`config.mk`:
```
export PLATFORM = sky130hd
export DESIGN_NAME = pid_mac_scheduler
export DESIGN_NICKNAME = d
export VERILOG_FILES = /design/src/rtl/pid_mac_scheduler.sv
export SDC_FILE = /design/constraint.sdc
export NUM_CORES = 1
export LEC_CHECK = 0
export ABC_CLOCK_PERIOD_IN_PS = 7850
export CORE_MARGIN = 4
export CORE_UTILIZATION = 30
export CTS_CLUSTER_SIZE = 14
export DETAILED_ROUTE_END_ITERATION = 8
export PLACE_DENSITY = 0.54
export SLEW_MARGIN = 20
export SYNTH_ARGS = -nofsm -noshare
export SYNTH_HDL_FRONTEND = slang
export SYNTH_SLANG_ARGS = --single-unit
```
`constraint.sdc`:
```
create_clock -name clk -period 7.85 [get_ports clk]
set_input_delay 1.9625 -clock clk [delete_from_list [all_inputs] [get_ports clk]]
set_output_delay 1.9625 -clock clk [all_outputs]
set_load 0.03 [all_outputs]
```
`src/rtl/pid_mac_scheduler.sv`:
```
`default_nettype none
// pid_mac_scheduler: PID term scheduler sharing one bit-serial signed multiplier over KP*e, KI*integ_hi, KD*de.
// Rev 1.0 -- optional macro ANTI_WINDUP_EN enables conditional-integration anti-windup.
module pid_mac_scheduler #(
   parameter logic signed [15:0] KP        = 16'sd2048,
   parameter logic signed [15:0] KI        = 16'sd64,
   parameter logic signed [15:0] KD        = 16'sd512,
   parameter int unsigned        OUT_SHIFT = 11
) (
   input  logic               clk,
   input  logic               rst,
   input  logic               start,
   input  logic signed [15:0] err,
   input  logic               clr_int,
   output logic               busy,
   output logic signed [15:0] u,
   output logic               u_valid,
   output logic               u_sat
);

   typedef enum logic [2:0] {S_IDLE, S_MUL0, S_MUL1, S_MUL2, S_OUT} state_t;

   localparam logic signed [24:0] C_I_MAX = 25'sd8388607;
   localparam logic signed [24:0] C_I_MIN = -25'sd8388608;
   localparam logic signed [16:0] C_D_MAX = 17'sd32767;
   localparam logic signed [16:0] C_D_MIN = -17'sd32768;
   localparam logic signed [33:0] C_U_MAX = 34'sd32767;
   localparam logic signed [33:0] C_U_MIN = -34'sd32768;

   state_t             state_q, state_d;
   logic [3:0]         cnt_q, cnt_d;
   logic signed [33:0] acc_q, acc_d;
   logic signed [15:0] e_q, e_d, ihi_q, ihi_d, de_q, de_d, eprev_q, eprev_d, u_q, u_d;
   logic signed [23:0] integ_q, integ_d;
   logic               uval_q, uval_d, usat_q, usat_d;

   logic signed [23:0] w_ibase, w_inew;
   logic signed [24:0] w_isum;
   logic signed [16:0] w_dsum;
   logic signed [15:0] w_de, w_k, w_op, w_uval;
   logic signed [33:0] w_kshift, w_shr;
   logic               w_hold, w_clamp;

   // Integrator: clear is applied before accumulation when both arrive together.
   always_comb begin
      w_ibase = clr_int ? 24'sd0 : integ_q;
      w_isum  = {w_ibase[23], w_ibase} + {{9{err[15]}}, err};
`ifdef ANTI_WINDUP_EN
      w_hold  = usat_q && (err[15] == u_q[15]);
`else
      w_hold  = 1'b0;
`endif
      if (w_hold)                w_inew = w_ibase;
      else if (w_isum > C_I_MAX) w_inew = C_I_MAX[23:0];
      else if (w_isum < C_I_MIN) w_inew = C_I_MIN[23:0];
      else                       w_inew = w_isum[23:0];

      w_dsum = {err[15], err} - {eprev_q[15], eprev_q};
      if (w_dsum > C_D_MAX)      w_de = 16'sh7FFF;
      else if (w_dsum < C_D_MIN) w_de = 16'sh8000;
      else                       w_de = w_dsum[15:0];
   end

   always_comb begin
      case (state_q)
         S_MUL1:  begin w_k = KI; w_op = ihi_q; end
         S_MUL2:  begin w_k = KD; w_op = de_q;  end
         default: begin w_k = KP; w_op = e_q;   end
      endcase
      w_kshift = {{18{w_k[15]}}, w_k} <<< cnt_q;
      w_shr    = acc_q >>> OUT_SHIFT;
      w_clamp  = 1'b1;
      if (w_shr > C_U_MAX)      w_uval = 16'sh7FFF;
      else if (w_shr < C_U_MIN) w_uval = 16'sh8000;
      else begin
         w_uval  = w_shr[15:0];
         w_clamp = 1'b0;
      end
   end

   always_comb begin
      state_d = state_q;
      cnt_d   = cnt_q;
      acc_d   = acc_q;
      e_d     = e_q;
      ihi_d   = ihi_q;
      de_d    = de_q;
      eprev_d = eprev_q;
      integ_d = integ_q;
      u_d     = u_q;
      usat_d  = usat_q;
      uval_d  = 1'b0;
      case (state_q)
         S_IDLE: begin
            if (start) begin
               e_d     = err;
               integ_d = w_inew;
               ihi_d   = w_inew[23:8];
               de_d    = w_de;
               eprev_d = err;
               acc_d   = '0;
               cnt_d   = '0;
               state_d = S_MUL0;
            end else if (clr_int) begin
               integ_d = '0;
            end
         end
         S_MUL0, S_MUL1, S_MUL2: begin
            // Bit 15 carries negative weight in two's complement.
            if (w_op[cnt_q])
               acc_d = (cnt_q == 4'd15) ? acc_q - w_kshift : acc_q + w_kshift;
            cnt_d = cnt_q + 4'd1;
            if (cnt_q == 4'd15) begin
               case (state_q)
                  S_MUL0:  state_d = S_MUL1;
                  S_MUL1:  state_d = S_MUL2;
                  default: state_d = S_OUT;
               endcase
            end
         end
         S_OUT: begin
            u_d     = w_uval;
            usat_d  = w_clamp;
            uval_d  = 1'b1;
            state_d = S_IDLE;
         end
         default: state_d = S_IDLE;
      endcase
   end

   always_ff @(posedge clk or posedge rst) begin
      if (rst) begin
         state_q <= S_IDLE;
         cnt_q   <= '0;
         acc_q   <= '0;
         e_q     <= '0;
         ihi_q   <= '0;
         de_q    <= '0;
         eprev_q <= '0;
         integ_q <= '0;
         u_q     <= '0;
         usat_q  <= 1'b0;
         uval_q  <= 1'b0;
      end else begin
         state_q <= state_d;
         cnt_q   <= cnt_d;
         acc_q   <= acc_d;
         e_q     <= e_d;
         ihi_q   <= ihi_d;
         de_q    <= de_d;
         eprev_q <= eprev_d;
         integ_q <= integ_d;
         u_q     <= u_d;
         usat_q  <= usat_d;
         uval_q  <= uval_d;
      end
   end

   assign busy    = (state_q != S_IDLE);
   assign u       = u_q;
   assign u_valid = uval_q;
   assign u_sat   = usat_q;

endmodule
`default_nettype wire

```
# Yosys cells after proc, flatten, opt, wreduce, memory -nomap -nowiden
# Cells that the tools add are included.
dict set report totals {
  regBits 131
  wordCells 64
  inputBits 20
}
dict set report classes {
  reduce_logical 8
  n_shift 1
  n_lt_le_gt_ge 7
  n_eq_ne 8
  addsub 5
  n_mux 25
}
# cell count
set ops {}
lappend ops {{34-bit two-way mux} 3}
lappend ops {{24-bit two-way mux} 4}
lappend ops {{34-bit one-hot mux with 2 select lines} 1}
lappend ops {{16-bit two-way mux} 4}
lappend ops {{34-bit adder} 1}
lappend ops {{34-bit by 4-bit <<< shifter with 34-bit output} 1}
lappend ops {{34-bit subtractor} 1}
lappend ops {{16-bit one-hot mux with 2 select lines} 1}
lappend ops {{24-bit by 16-bit adder with 25-bit output} 1}
lappend ops {{25-bit by 24-bit > comparator with 1-bit output, second input constant} 1}
lappend ops {{25-bit by 24-bit less-than comparator with 1-bit output, second input constant} 1}
lappend ops {{12-bit one-hot mux with 2 select lines} 1}
lappend ops {{23-bit by 16-bit > comparator with 1-bit output, second input constant} 1}
lappend ops {{23-bit by 16-bit less-than comparator with 1-bit output, second input constant} 1}
lappend ops {{17-bit by 16-bit > comparator with 1-bit output, second input constant} 1}
lappend ops {{17-bit by 16-bit less-than comparator with 1-bit output, second input constant} 1}
lappend ops {{16-bit by 16-bit subtractor with 17-bit output} 1}
lappend ops {{3-bit one-hot mux with 2 select lines} 2}
lappend ops {{4-bit one-hot mux with 2 select lines} 1}
lappend ops {{3-bit by 2-bit == test with 1-bit output, second input constant} 2}
lappend ops {{3-bit two-way mux} 2}
lappend ops {{2-bit inequality test, second input constant} 3}
lappend ops {{2-bit AND reduction} 3}
lappend ops {{4-bit by 5-bit less-than comparator with 1-bit output, second input constant} 1}
lappend ops {{12 further kinds} 15}

# Longest topological paths before layout
dict set report logic_depth {
  depth_word 7
  depth_mapped 21
  depth_no_buf 19
}

# Worst setup path after synthesis
# OpenSTA, ideal clock, no wires.
dict set report synth_path {
  kind {register -> register}
  startpoint {reg cnt_q[2]}
  endpoint {reg acc_q[33]}
  arrival_ns 4.634
  stages_incl_launch_ff 22
  setup_time_ns 0.132
  synth_period_minus_slack_ns 4.766
  setup_slack_ns 3.084
  path_cell_list {dfrtp_1 > buf_2 > buf_1 > buf_1 > nor4_1 > nand2_1 > ha_1 > o31a_1 > o2111ai_1 > or2_2 > o21ai_0 > mux2i_1 > ha_1 > o21ai_0 > a21oi_1 > a211oi_1 > nand4b_1 > a21o_1 > a21oi_1 > a211oi_1 > mux2i_1 > o211ai_1}
}
dict set report synth_between {
  elab_chain_len 5
  elab_cells_between_ends 11
}
# element line_no
set synth_lines {}
lappend synth_lines {{start: declaration} 31} ;# logic [3:0] cnt_q, cnt_d;
lappend synth_lines {{start signal: assignment} 146} ;# cnt_q <= cnt_d;
lappend synth_lines {{34-bit by 4-bit <<< shifter with 34-bit output} 70} ;# w_kshift = {{18{w_k[15]}}, w_k} <<< cnt_q;
lappend synth_lines {{34-bit adder / 34-bit subtractor (equally long branches)} 111} ;# acc_d = (cnt_q == 4'd15) ? acc_q - w_kshift : acc_q + w_kshift;
lappend synth_lines {{34-bit two-way mux} 111}
lappend synth_lines {{34-bit two-way mux} 110} ;# if (w_op[cnt_q])
lappend synth_lines {{34-bit one-hot mux with 2 select lines} 93} ;# case (state_q)
lappend synth_lines {{end signal: assignment} 135} ;# acc_q <= '0;
lappend synth_lines {{end signal: assignment} 147} ;# acc_q <= acc_d;
lappend synth_lines {{end: declaration} 32} ;# logic signed [33:0] acc_q, acc_d;
# Parallel ways exist; a longest one is shown, timed or not. The select of a mux whose other input is x is not followed.
# A chain may end at the register's enable or synchronous reset.

# Worst setup path after layout
dict set report layout_path {
  startpoint {reg cnt_q[0]}
  endpoint {reg acc_q[33]}
}
# The elaborated chain is that of the path after synthesis.

==> reports/results.tsv <==
stage	metric	value	unit
route	remaining antenna violation count	0	
global_routing	number of global-route vias before repair	7966	
route	Total Wirelength	24700	um
worst_setup_path	Worst Path Arrival	5.92	ns
synth	Adder-Cell Fraction of Synth Area	9.58	%
sta	measured slew at the worst slew-check pin	0.969	ns
worst_hold_path	min-delay worst type	reg -> reg	
layout	# diodes	0	
route	Pre-Repair DR Iteration Count	5	
die	FP Rows	64	
worst_setup_path	R2R setup slack	2.22	ns
sta	Finish-stage setup viols	0	
route	wire per inst	15.9	um
worst_setup_path	Worst Path Buf+Inv	1	
pwr	Pwr per Cell Area	481	nW/um2
clock_network	CTS tree	done	
synth	mapped cell area	9430	um2
route	DRT iter0 DRCs	502	
pwr	Pwr Total	5.16	mW
route	# DRC	0	
clock_network	clock tree buffer depth	2	
route	via density per instance	5.23	
sta	final cycle utilization of the critical path	71.7	%
layout	synth-to-layout area growth	13.7	%
layout	Multi-input gate area	5880	um2
layout	ratio of cells with drive above 1 in the final layout	7.17	%
outcome	run status	completed	
synth	synth top area cells	dfrtp_1, ha_1, nand2_1	
route	vias	8125	
worst_setup_path	Setup crit start kind	register	
worst_setup_path	crit path kind	reg -> reg	
global_routing	largest net degree at the start of global routing	82	
synth	warnings from Yosys	0	
sta	FMAX	178	MHz
clock_network	Skew-Pair Late Insertion Delay	0.43	ns
pwr	Comb power frac	62.6	%
sta	Slew headroom	34.9	%
worst_setup_path	crit-path leading delay family	compound AO/OA/AOI/OAI gates	
global_routing	Overflow after GRT	0	
sta	Max Clock Skew	0.0137	ns
clock_network	Post-CTS Setup Inserts	0	
synth	sequential cell area fraction in the yosys report	33.2	%
die	Initial Util	30.6	%
die	Die Span X	185	um
synth	Post-Synthesis Cells	1130	
sta	Pins Over Slew Limit	0	
worst_setup_path	reg2reg end	acc_q[33]	
global_routing	GRT Overall Usage	14.8	%
worst_setup_path	CP most frequent cell	a21oi_1	
worst_setup_path	slowest CP cell	dfrtp_1	
synth	compound-gate portion of the synthesized area	22.9	%
die	height of the die	185	um
job	maxcap violations	0	
worst_setup_path	max incr delay on CP	0.88	ns
clock_network	cts hold-fix bufs	0	
layout	fin nets	1236	
synth	asr flop ratio synth	100	%
worst_hold_path	Hold Crit Start	u[8]	
placement	I/O Buffers	38	
worst_setup_path	R2R depth	18	
pwr	Flop pwr share	22.6	%
worst_setup_path	crit-path cells	clkinv_1 -> nor2_1 -> a32o_1 -> a21oi_1 -> o2111ai_1 -> or2_2 -> o21ai_0 -> mux2i_1 -> ha_1 -> o21ai_0 -> a21oi_1 -> a211oi_1 -> nand4b_1 -> a21o_1 -> a21oi_1 -> a211oi_1 -> mux2i_1 -> o211ai_1	
worst_setup_path	Critical Path RT	8.15	ns
synth	post-synth net total	1221	
clock_network	post-CTS sizing	0	
placement	Detailed Place HPWL	17700	um
synth	Simple-Gate Fraction of Synth Area	19.3	%
die	Ports	39	
clock_network	CTS Root Cell	clkbuf_16	
synth	leading area contributor after synthesis	dfrtp_1	
global_routing	initial antenna violation count	0	
global_routing	first-pass GRT wire length	41200	um
sta	RSZ-0062 raised after global routing	no	
clock_network	CTS Buf Count	17	
synth	Post-synth EDFFs	0	
pwr	switching share of total power	45.8	%
sta	setup TNS	0	ns
pwr	Internal	2.80	mW
synth	top_reg_cell synth	dfrtp_1	
pwr	Clock Power Share	14.8	%
synth	Seq cells post-synth	125	
die	Core ar.	30800	um2
worst_hold_path	Hold EP	u[8]	
layout	# fillers	3166	
pwr	switching pwr	2.36	mW
sta	crit path time final	5.63	ns
worst_hold_path	Hold Path Depth	2	
synth	Netlist cell types	73	
worst_setup_path	Crit Path Max Fanout	22	
synth	post-synthesis xor/xnor area fraction	5.11	%
synth	mux cell area share after synthesis	5.41	%
clock_network	clk slew on worst S/H paths	0.05	ns
worst_setup_path	crit end category	register	
synth	top cell type's share of synthesized area	33.2	%
worst_setup_path	worst r2r src	cnt_q[0]	
clock_network	H-tree levels	4	
synth	Avg Inst Size Synth	8.35	um2
die	die area	34300	um2
pwr	LEAKAGE	4.59	nW
sta	Hold Violations, Final	0	
pwr	Peak VDD IR	0.000264	V
layout	register area	3130	um2
placement	routability congestion estimate from global placement	0.844	
synth	largest family of logic cells by synthesized area	compound AO/OA/AOI/OAI gates	
clock_network	CTS Sinks	125	
-- kinds of logic (layout without fill, tap and decap cells) --
group                      count (synthesis)  in the layout
adders and majority gates                 71             71
and+or+nand+nor                          395            395
muxes                                     36             36
buffers and inverters                    100            128
AOI/OAI and AO/OA                        348            348
DFF                                      125            125
xor gates and xnor gates                  55             55
-- placed cells by master, fill, tap and decap left out, types with 8 or more instances in the layout --
master / synthesis / final
o21ai_0: 102 / 102
or2_2: 8 / 8
mux2_2: 10 / 10
nor2_1: 95 / 95
xnor2_1: 36 / 36
ha_1: 69 / 69
clkdlybuf4s50_1: 0 / 38
nand3_1: 31 / 31
a21oi_1: 79 / 79
and3_1: 10 / 10
nand2_1: 153 / 153
nand2b_1: 10 / 10
mux4_2: 10 / 10
o21ai_1: 28 / 28
nor3_1: 21 / 21
a31oi_1: 8 / 8
buf_4: 2 / 14
xor2_1: 19 / 19
nor2b_1: 34 / 34
o21bai_1: 9 / 9
clkbuf_16: 0 / 17
inv_1: 39 / 38
o22ai_1: 8 / 8
dfrtp_1: 125 / 125
o211ai_1: 21 / 21
mux2_1: 10 / 10
a21o_1: 15 / 15
o21a_1: 14 / 14
-- worst max path at each step --
stage / start / to / slack, ns / depth (start not counted)
after floorplan: rst / acc_q[10] / 2.56 / 1
after global placement: clr_int / ihi_q[5] / 1.91 / 14
after detailed placement: clr_int / ihi_q[6] / 1.81 / 14
after CTS: cnt_q[0] / acc_q[33] / 2.18 / 18
after global routing: cnt_q[0] / acc_q[33] / 1.63 / 18
final: cnt_q[0] / acc_q[33] / 2.22 / 18
-- sequential cells by signal, indices dropped and copies added (netlist names) --
register  flops
u            16
u_sat         1
integ_q      24
acc_q        28
ihi_q        16
u_valid       1
de_q         16
eprev_q      16
state_q       3
cnt_q         4
-- synthesized netlist by cell type, types with 4 or more instances --
library cell / count
mux2_2: 10
o21a_1: 14
mux4_2: 10
nand4b_1: 4
nor2_1: 95
a31oi_1: 8
o2111ai_1: 4
buf_1: 5
and3_1: 10
a21o_1: 15
or2_2: 8
o22ai_1: 8
a211o_1: 4
nor3_1: 21
a21oi_1: 79
xor2_1: 19
nor2b_1: 34
o21ai_0: 102
nand2b_1: 10
ha_1: 69
mux2i_1: 6
nand2_1: 153
mux2_1: 10
a22o_1: 4
buf_6: 5
dfrtp_1: 125
inv_1: 39
clkbuf_1: 34
or3_1: 5
o31a_1: 4
and2_1: 7
a32oi_1: 7
xnor2_1: 36
o211ai_1: 21
buf_2: 10
a211oi_1: 7
nand3_1: 31
o21ai_1: 28
o31ai_1: 5
nand3b_1: 5
o21bai_1: 9
-- metal layers --
| layer | vias to the layer above | global-route usage (%) | part of all wire (%) |
|---|---|---|---|
| met5 | - | 0 | 0 |
| met4 | 0 | 3.85 | 1.1 |
| met3 | 19 | 2.97 | 3.8 |
| met2 | 138 | 23.1 | 45 |
| met1 | 3892 | 21.1 | 50 |
| li1 | 4076 | - | - |
-- power by group through the flow --
stage	Clock, mW	Combinational, mW	Sequential [mW]
floorplan	0	2.64	1.10
global placement	0	3.21	1.18
detailed placement	0	3.24	1.18
CTS	0.784	3.25	1.17
global route	0.812	3.66	1.21
finish	0.762	3.23	1.17
-- layout make-up --
type                            count  share of cell area [%]
Multi-Input combinational cell    905                    54.8
Sequential cell                   125                    29.2
Clock inverter                     10                   0.840
Timing Repair Buffer               53                    4.63
Clock buffer                       22                    4.42
Inverter                           43                    1.53
Tap cell                          396                    4.62
-- through the flow --
stage | util (%) | hold slack [ns] | setup slack [ns] | cells | cell area [um2]
after detailed placement | 32.9 | 0.470 | 1.81 | 1522 | 10200
after global routing | 34.8 | 0.509 | 1.63 | 1554 | 10700
final | 34.8 | 0.476 | 2.22 | 1554 | 10700
after global placement | 32.9 | 0.462 | 1.91 | 1522 | 10200
after floorplan | - | 0.442 | 2.56 | 1130 | 9430
after CTS | 34.8 | 0.482 | 2.18 | 1554 | 10700
-- worst register-to-register path, cell delays in order (launching register included) --
cell	delay (ns)
dfrtp_1	0.88
clkinv_1	0.62
nor2_1	0.35
a32o_1	0.20
a21oi_1	0.15
o2111ai_1	0.61
or2_2	0.25
o21ai_0	0.11
mux2i_1	0.22
ha_1	0.28
o21ai_0	0.22
a21oi_1	0.09
a211oi_1	0.26
nand4b_1	0.21
a21o_1	0.16
a21oi_1	0.13
a211oi_1	0.42
mux2i_1	0.23
o211ai_1	0.10
No activity file was read; power rests on OpenSTA's default activity.
